--- src/rtl/bram_frame_reader.sv ---
// bram_frame_reader: streams one image frame out of a 1-cycle-latency pixel RAM as valid/ready pixels
//   clk_i/rst_i          : clock, asynchronous active-high reset
//   start_i              : one-cycle frame request, honoured only in IDLE
//   busy_o/done_o        : frame in progress / one-cycle completion pulse
//   ram_enable_o, write_enable_o, address_o, ram_rdata_i : RAM read port (never writes)
//   pixel_*              : output stream (data, valid, ready, sof/eol/eof markers)
module bram_frame_reader #(
  parameter int unsigned RAM_WIDTH     = 24,
  parameter int unsigned RAM_ADDR_BITS = 20,
  parameter int unsigned IMG_WIDTH     = 1024,
  parameter int unsigned IMG_HEIGHT    = 768
) (
  input  logic                     clk_i,
  input  logic                     rst_i,
  input  logic                     start_i,
  output logic                     busy_o,
  output logic                     done_o,
  output logic                     ram_enable_o,
  output logic                     write_enable_o,
  output logic [RAM_ADDR_BITS-1:0] address_o,
  input  logic [RAM_WIDTH-1:0]     ram_rdata_i,
  output logic [RAM_WIDTH-1:0]     pixel_data_o,
  output logic                     pixel_valid_o,
  input  logic                     pixel_ready_i,
  output logic                     pixel_sof_o,
  output logic                     pixel_eol_o,
  output logic                     pixel_eof_o
);
  localparam logic [1:0] IDLE  = 2'd0;
  localparam logic [1:0] READ  = 2'd1;
  localparam logic [1:0] DRAIN = 2'd2;
  localparam int unsigned NPIX = IMG_WIDTH * IMG_HEIGHT;
  localparam int CW = IMG_WIDTH > 1 ? $clog2(IMG_WIDTH) : 1;
  localparam int RW = IMG_HEIGHT > 1 ? $clog2(IMG_HEIGHT) : 1;
  localparam int FW = RAM_WIDTH + 3;

  logic [1:0]               state_q, state_d;
  logic [RAM_ADDR_BITS-1:0] addr_q, addr_d;
  logic [CW-1:0]            col_q, col_d;
  logic [RW-1:0]            row_q, row_d;
  logic [1:0]               inflight_q, inflight_d;
  logic [2:0]               count_q, count_d;
  logic [1:0]               rd_ptr_q, wr_ptr_q;
  logic                     rvalid_q;
  logic [2:0]               rflags_q;
  logic [FW-1:0]            mem_q [4];
  logic [FW-1:0]            head;
  logic                     issue, push, pop, last_col, last_row, last_addr;

  // Credit check uses registered occupancy only, so at most 4 entries can ever be owed to the FIFO.
  assign issue     = state_q == READ && (count_q + 3'(inflight_q)) < 3'd4;
  assign last_col  = col_q == CW'(IMG_WIDTH - 1);
  assign last_row  = row_q == RW'(IMG_HEIGHT - 1);
  assign last_addr = addr_q == RAM_ADDR_BITS'(NPIX - 1);
  assign push      = rvalid_q;
  assign pop       = pixel_valid_o && pixel_ready_i;
  assign head      = mem_q[rd_ptr_q];

  assign pixel_valid_o  = count_q != 3'd0;
  assign pixel_data_o   = pixel_valid_o ? head[RAM_WIDTH-1:0] : '0;
  assign pixel_sof_o    = pixel_valid_o && head[RAM_WIDTH];
  assign pixel_eol_o    = pixel_valid_o && head[RAM_WIDTH+1];
  assign pixel_eof_o    = pixel_valid_o && head[RAM_WIDTH+2];
  assign done_o         = state_q == DRAIN && count_q == 3'd0 && inflight_q == 2'd0;
  assign busy_o         = state_q != IDLE && !done_o;
  assign ram_enable_o   = issue;
  assign write_enable_o = 1'b0;
  assign address_o      = addr_q;

  always_comb begin
    state_d    = state_q;
    addr_d     = addr_q;
    col_d      = col_q;
    row_d      = row_q;
    if (state_q == IDLE && start_i) begin
      state_d = READ;
      addr_d  = '0;
      col_d   = '0;
      row_d   = '0;
    end
    if (issue) begin
      addr_d  = addr_q + RAM_ADDR_BITS'(1);
      col_d   = last_col ? '0 : col_q + CW'(1);
      row_d   = last_col ? row_q + RW'(1) : row_q;
      state_d = last_addr ? DRAIN : state_q;
    end
    if (done_o) state_d = IDLE;
    inflight_d = inflight_q + 2'(issue) - 2'(push);
    count_d    = count_q + 3'(push) - 3'(pop);
  end

  always_ff @(posedge clk_i or posedge rst_i) begin
    if (rst_i) begin
      state_q    <= IDLE;
      addr_q     <= '0;
      col_q      <= '0;
      row_q      <= '0;
      inflight_q <= '0;
      count_q    <= '0;
      rd_ptr_q   <= '0;
      wr_ptr_q   <= '0;
      rvalid_q   <= 1'b0;
      rflags_q   <= '0;
    end else begin
      state_q    <= state_d;
      addr_q     <= addr_d;
      col_q      <= col_d;
      row_q      <= row_d;
      inflight_q <= inflight_d;
      count_q    <= count_d;
      rd_ptr_q   <= rd_ptr_q + 2'(pop);
      wr_ptr_q   <= wr_ptr_q + 2'(push);
      rvalid_q   <= issue;
      rflags_q   <= {last_col && last_row, last_col, addr_q == '0};
    end
  end

  // Storage needs no reset: the outputs are gated by the count, which is reset.
  always_ff @(posedge clk_i) begin
    if (push) mem_q[wr_ptr_q] <= {rflags_q, ram_rdata_i};
  end
endmodule
--- config.mk ---
export PLATFORM = sky130hd
export DESIGN_NAME = bram_frame_reader
export DESIGN_NICKNAME = d
export VERILOG_FILES = /design/src/rtl/bram_frame_reader.sv
export SDC_FILE = /design/constraint.sdc
export NUM_CORES = 1
export LEC_CHECK = 0
export CORE_ASPECT_RATIO = 0.5
export CORE_MARGIN = 2
export CORE_UTILIZATION = 45
export CTS_CLUSTER_DIAMETER = 30
export DETAILED_ROUTE_END_ITERATION = 10
export PLACE_DENSITY = 0.71
export SKIP_LAST_GASP = 1
export SYNTH_ARGS = -nofsm -noshare
export SYNTH_HDL_FRONTEND = slang
export SYNTH_SLANG_ARGS = --single-unit
--- constraint.sdc ---
create_clock -name clk_i -period 4.1 [get_ports clk_i]
set_clock_uncertainty 0.1 [all_clocks]
set_input_delay 0.82 -clock clk_i [delete_from_list [all_inputs] [get_ports clk_i]]
set_output_delay 0.82 -clock clk_i [all_outputs]
set_load 0.03 [all_outputs]
# Yosys cells after proc, flatten, opt, wreduce, memory -nomap -nowiden

Memories as Yosys holds them, arrays and structs flattened.
Index checks and enable logic that the tools add are counted.

Bits of input ports: 28
Register bits: 55
Latch bits: 0
Memory bits (writable): 108
Logic and storage cells: 64
ROM bits: 0
Memories: 1

$mul: 0
Shifts and indexed selects: 0
$add $sub $neg: 10
Magnitude comparators: 1
Bitwise operators: 0
Divide/modulo/power cells: 0
Reduce and logical (&&, ||, !) cells: 21
Eq/ne operators: 7
Muxes and demuxes: 14

Memory list:

| memory | words | bits a word | read ports | clocked after memory_dff | write ports | RTL line | RTL |
|---|---|---|---|---|---|---|---|
| mem_q  | 4     | 27          | 1          | 0                        | 1           | 46       | `logic [FW-1:0] mem_q [4];` |

Operator list:

| operator                                                                | count |
|---|---|
| 10-bit two-way mux                                                      | 5 |
| 20-bit two-way mux                                                      | 2 |
| 24-bit two-way mux                                                      | 1 |
| 10-bit by 1-bit adder with 10-bit output, second input constant         | 2 |
| 20-bit by 1-bit adder with 20-bit output, second input constant         | 1 |
| 10-bit equality test, second input constant                             | 2 |
| 20-bit equality test, second input constant                             | 1 |
| 20-bit zero test                                                        | 1 |
| 1-bit logical AND                                                       | 10 |
| 2-bit two-way mux                                                       | 4 |
| 2-bit by 1-bit adder with 2-bit output                                  | 3 |
| 3-bit nonzero test                                                      | 2 |
| 2-bit zero test                                                         | 2 |
| 2-bit AND reduction                                                     | 2 |
| 2-bit nonzero test                                                      | 2 |
| 3-bit by 1-bit adder with 3-bit output                                  | 1 |
| 3-bit by 2-bit adder with 3-bit output                                  | 1 |
| 3-bit zero test                                                         | 1 |
| 3-bit < comparator, second input constant                               | 1 |
| 3-bit by 2-bit inequality test with 1-bit output, second input constant | 1 |
| 3-bit by 1-bit subtractor with 3-bit output                             | 1 |
| 2-bit by 1-bit equality test with 1-bit output, second input constant   | 1 |
| 2-bit equality test, second input constant                              | 1 |
| 1-bit two-way mux                                                       | 2 |
| 3 further kinds                                                         | 3 |

# Logic depth before layout (Yosys ltp)

Depth in word-level cells: 5
Mapped depth: 9

# Least setup slack after synthesis

Ideal clock, no wire load.

Path type: flip-flop to flip-flop
Start point: register rvalid_q, in the netlist push
End point: memory mem_q[0][0] (netlist bit), enable pin
Clock period less this slack: 3.044 ns
Buffers on the path: 0
Setup slack: 1.056 ns
Arrival: 2.493 ns
Cell stages (with the launch flop): 2
Library setup time: 0.451 ns
Path through: dfrtp_1 > nor3b_1

Longest elaborated chain between the ends: 2

Ends and longest elaborated chain:

| element                                 | RTL line | RTL |
|---|---|---|
| from (decl)                             | 44       | `logic rvalid_q;` |
| from (signal assigned)                  | 113      | `rvalid_q <= issue;` |
| 1-bit two-way mux                       | 120      | `if (push) mem_q[wr_ptr_q] <= {rflags_q, ram_rdata_i};` |
| 1-bit two-way mux (not written as such) | 120      |  |
| to (decl)                               | 46       |  |

Every way passes these cells.

# Worst setup path in the final report

Start point: register rd_ptr_q[1]
End point: output port pixel_data_o[6]

Longest elaborated chain between the ends: 2

Ends and longest elaborated chain:

| element                | RTL line | RTL |
|---|---|---|
| from (decl)            | 43       | `logic [1:0] rd_ptr_q, wr_ptr_q;` |
| from (signal assigned) | 111      | `rd_ptr_q <= rd_ptr_q + 2'(pop);` |
| memory read 4 x 27 bit | --       |  |
| 24-bit two-way mux     | 60       | `assign pixel_data_o = pixel_valid_o ? head[RAM_WIDTH-1:0] : '0;` |
| to (decl)              | 22       | `output logic [RAM_WIDTH-1:0] pixel_data_o,` |

Every way passes these cells.

==> PnR_summary.wiki <==
{| class="wikitable"
! Metric !! Value
|-
| Reg-to-reg critical path startpoint || count_q[0]
|-
| Core ar. || 15400 µm²
|-
| Nets || approximately 590
|-
| Sort of element at the end of the critical path || output pin
|-
| Number of pins exceeding their max-slew limit in the final report || 0
|-
| Worst Path Required || 3180 ps
|-
| Detailed-routing iteration count for the pre-antenna-repair pass || 4
|-
| Drt via density || between 5 and 6
|-
| Total negative slack || 0 ps
|-
| Max-cap violations || 0
|-
| Largest area contributor in the netlist || edfxtp_1
|-
| Hold Path Origin || rflags_q[0]
|-
| Worst setup path startpoint || rd_ptr_q[1]
|-
| Summed instance area of the synthesized netlist || roughly 7100 µm²
|-
| Number of cells upsized or downsized after cts || 0
|-
| Number of core rows || 32
|-
| Startpoint type of the worst setup path || flip-flop
|-
| Unrepaired setup endpoints after global routing || false
|-
| Total non-filler cell area in the finished layout || between 8000 and 9000 µm²
|-
| Die outline area || between 15000 and 20000 µm²
|-
| Fraction of layout instances using a drive strength above 1 || ~15%
|-
| Least setup slack across all paths after layout || just over 700 ps
|-
| Period utilization || 82.6%
|-
| Reg2Reg Capture Point || count_q[2]
|-
| Hold buffer count at CTS || 0
|-
| CTS sink count || between 150 and 200
|-
| P per Cell Area || ~770 nW/µm²
|-
| Wire length of the first global-routing pass || approximately 23 mm
|-
| Remaining antenna violation count || 0
|-
| Most common cell in the synthesized netlist || edfxtp_1
|-
| Number of antenna violations at the first check in global routing || 0
|-
| Starting density of the core || a little under half
|-
| Diodes inserted || 0
|-
| TritonCTS clock tree || built
|-
| Register clock-pin slew on the reported worst setup and hold paths || ~60 ps
|-
| Final critical path time including I/O delays and setup || 3390 ps
|-
| CTS Buf Count || 17
|-
| Root Buffer || clkbuf_16
|-
| Setup violators final || 0
|-
| Count of different cell masters after synthesis || 57
|-
| Top cell type's share of synthesized area || between 40% and 50%
|-
| Yosys warns || 0
|-
| Total Wirelength || roughly 14 mm
|-
| Post-detail-place hpwl || 8.76 mm
|-
| Depth of the most critical reg-to-reg path || 9
|-
| Buffer depth of the longest clock path || 2
|-
| Hold path endpoint || mem_q[3][24]
|-
| Global route total overflow || 0
|-
| Share of flip-flops with an asynchronous set or reset || between 30% and 40%
|-
| Worst-case register-to-register setup slack || roughly 1600 ps
|-
| Mean routed wirelength per cell || around 18 µm
|-
| DRC violations left || 0
|-
| Static Leakage || approximately 0.0032 µW
|-
| Run status || complete, no violations
|-
| Number of cells traversed by the worst hold path || 0
|-
| Count of buffers added by post-CTS timing repair for setup || 0
|-
| Number of top-level design ports || 80
|-
| Post-synthesis sequential element count || roughly 160
|-
| Largest driver fanout on the critical path || 20
|-
| Final weighted congestion in routability-driven placement || 0.775
|-
| Global router's overall resource usage || between 10% and 20%
|-
| Max transition margin || between 40 and 50%
|-
| # placed instances || between 700 and 800
|-
| Register area share after synthesis || around two thirds
|-
| Buffers on Ports || 78
|-
| Achievable clock frequency || roughly 300 MHz
|-
| Number of hold violations in the final report || 0
|-
| Setup slack after placement || around 1100 ps
|-
| Number of global-route vias before repair || 4253
|-
| Number of vias in the routed layout || approximately 4200
|-
| Initial DRC Count || 225
|-
| Number of synthesized flops with an enable pin || 108
|-
| Largest cells by area after synthesis || edfxtp_1 46%, dfrtp_1 20%, mux4_2 8.6%, and2_1 2.8%, mux2i_1 2.1%
|-
| Data arrival, critical path || roughly 2500 ps
|-
| Cell area after placement || approximately 8100 µm²
|-
| Die Height || between 90 and 100 µm
|-
| Cell count after synthesis || approximately 460
|-
| Htree depth || 4
|-
| Largest net degree at the start of global routing || 31
|-
| Syn avg cell area || 15.4 µm²
|-
| Critical path start-end classification || reg2out
|-
| Post-synth top flop || edfxtp_1
|-
| Insertion delay to the later sink of the worst-skew pair || between 400 and 500 ps
|-
| Fillcell total || ~1200
|-
| Worst vdd rail ir drop || slightly below 0.7 mV
|-
| Filler-free cell count of the finished design || ~760
|-
| Layout-stage area growth over the synthesis result || 22.7%
|-
| Synthesized netlist net count || around 500
|-
| Transition time at the pin with the least slew margin || a little under 800 ps
|-
| Die Width || about 180 µm
|-
| Worst hold margin || ~400 ps
|-
| Top cell types by occurrence after synthesis || 108 x edfxtp_1, 55 x dfrtp_1, 32 x and2_1
|-
| Hold WC Path Type || reg2reg
|}
## per-layer routing
metal | wire (µm) | GRT usage (%)
met1 | 6440 | 24.3
met2 | 6600 | 28.2
met3 | 388 | 3.42
met4 | 171 | 5.76
met5 | 0 | 0
## where the power goes
| group | switching, µW | internal, µW |
|---|---|---|
| logic | 1530 | 1180 |
| registers | 223 | 2190 |
| clock network | 632 | 892 |
| total | 2390 | 4250 |
## flip-flops by register name (all words and copies together), names as in the netlist
register	flops
address_o	20
push	1
rflags_q	3
mem_q	108
row_q	10
rd_ptr_q	2
wr_ptr_q	2
count_q	3
col_q	10
inflight_q	2
state_q	2
## cell families after synthesis
family	count (synthesis)	synth area share, %
buffers and inverters	33	2.13
AO/OA/AOI/OAI	49	5.71
XOR/XNOR	10	1.24
AND/OR/NAND/NOR	149	12.6
flip-flops	163	65.5
adder cells (fa/ha/maj)	10	1.88
multiplexers	43	10.9
other	1	0.0532
## how the worst max path moves through the flow
stage / depth (start not counted) / endpoint / slack (ps)
6_report: 4 / pixel_data_o[6] / 710
5_1_grt: 4 / pixel_data_o[19] / 580
3_3_place_gp: 4 / pixel_data_o[21] / 1100
4_1_cts: 4 / pixel_data_o[21] / 650
2_1_floorplan: 1 / mem_q[0][0] / 1060
3_5_place_dp: 4 / pixel_data_o[21] / 1110
## metrics by stage
step / util (%) / total power (µW)
after floorplan: - / 4240
after global placement: 52.6 / 5130
after detailed placement: 52.6 / 5190
after CTS: 56.3 / 6720
after global routing: 56.3 / 7020
final: 56.3 / 6640
## cell usage in the layout, fill, tap and decap left out, types with 3 or more instances in the layout
cell type        instances
nand4_1                 12
nor3_2                   3
o21ai_0                 11
nor4_1                  11
a22o_1                   4
clkdlybuf4s50_1         78
o41ai_1                  3
xnor2_1                  7
nand3_1                 15
inv_1                   10
nor3_1                   7
clkinv_4                 3
nand2_1                 28
mux4_2                  27
clkbuf_16               17
xor2_1                   3
dfrtp_1                 54
buf_4                   13
a211o_1                  6
edfxtp_1               108
and4_1                   6
mux2i_1                 15
o311ai_0                 3
a21oi_1                  4
and2_1                  32
nor2_1                   7
and3_1                   8
or3_1                    5
ha_1                     9
## critical path, cell delays in order (launching register included)
cell	delay (ps)
dfrtp_1	560
buf_4	370
mux4_2	340
and2_1	180
clkdlybuf4s50_1	590
## final cells by class
cell class                 count  area [µm²]  area share [%]
sequential                   163        4620            53.4
timing repair buffer          91         878            10.1
clock inverter                13         136            1.58
inverter                      12        45.0           0.520
tap                          204         255            2.95
multi-input combinational    262        2290            26.5
clock buffer                  18         429            4.96
Power figures use the tool's default switching activity.
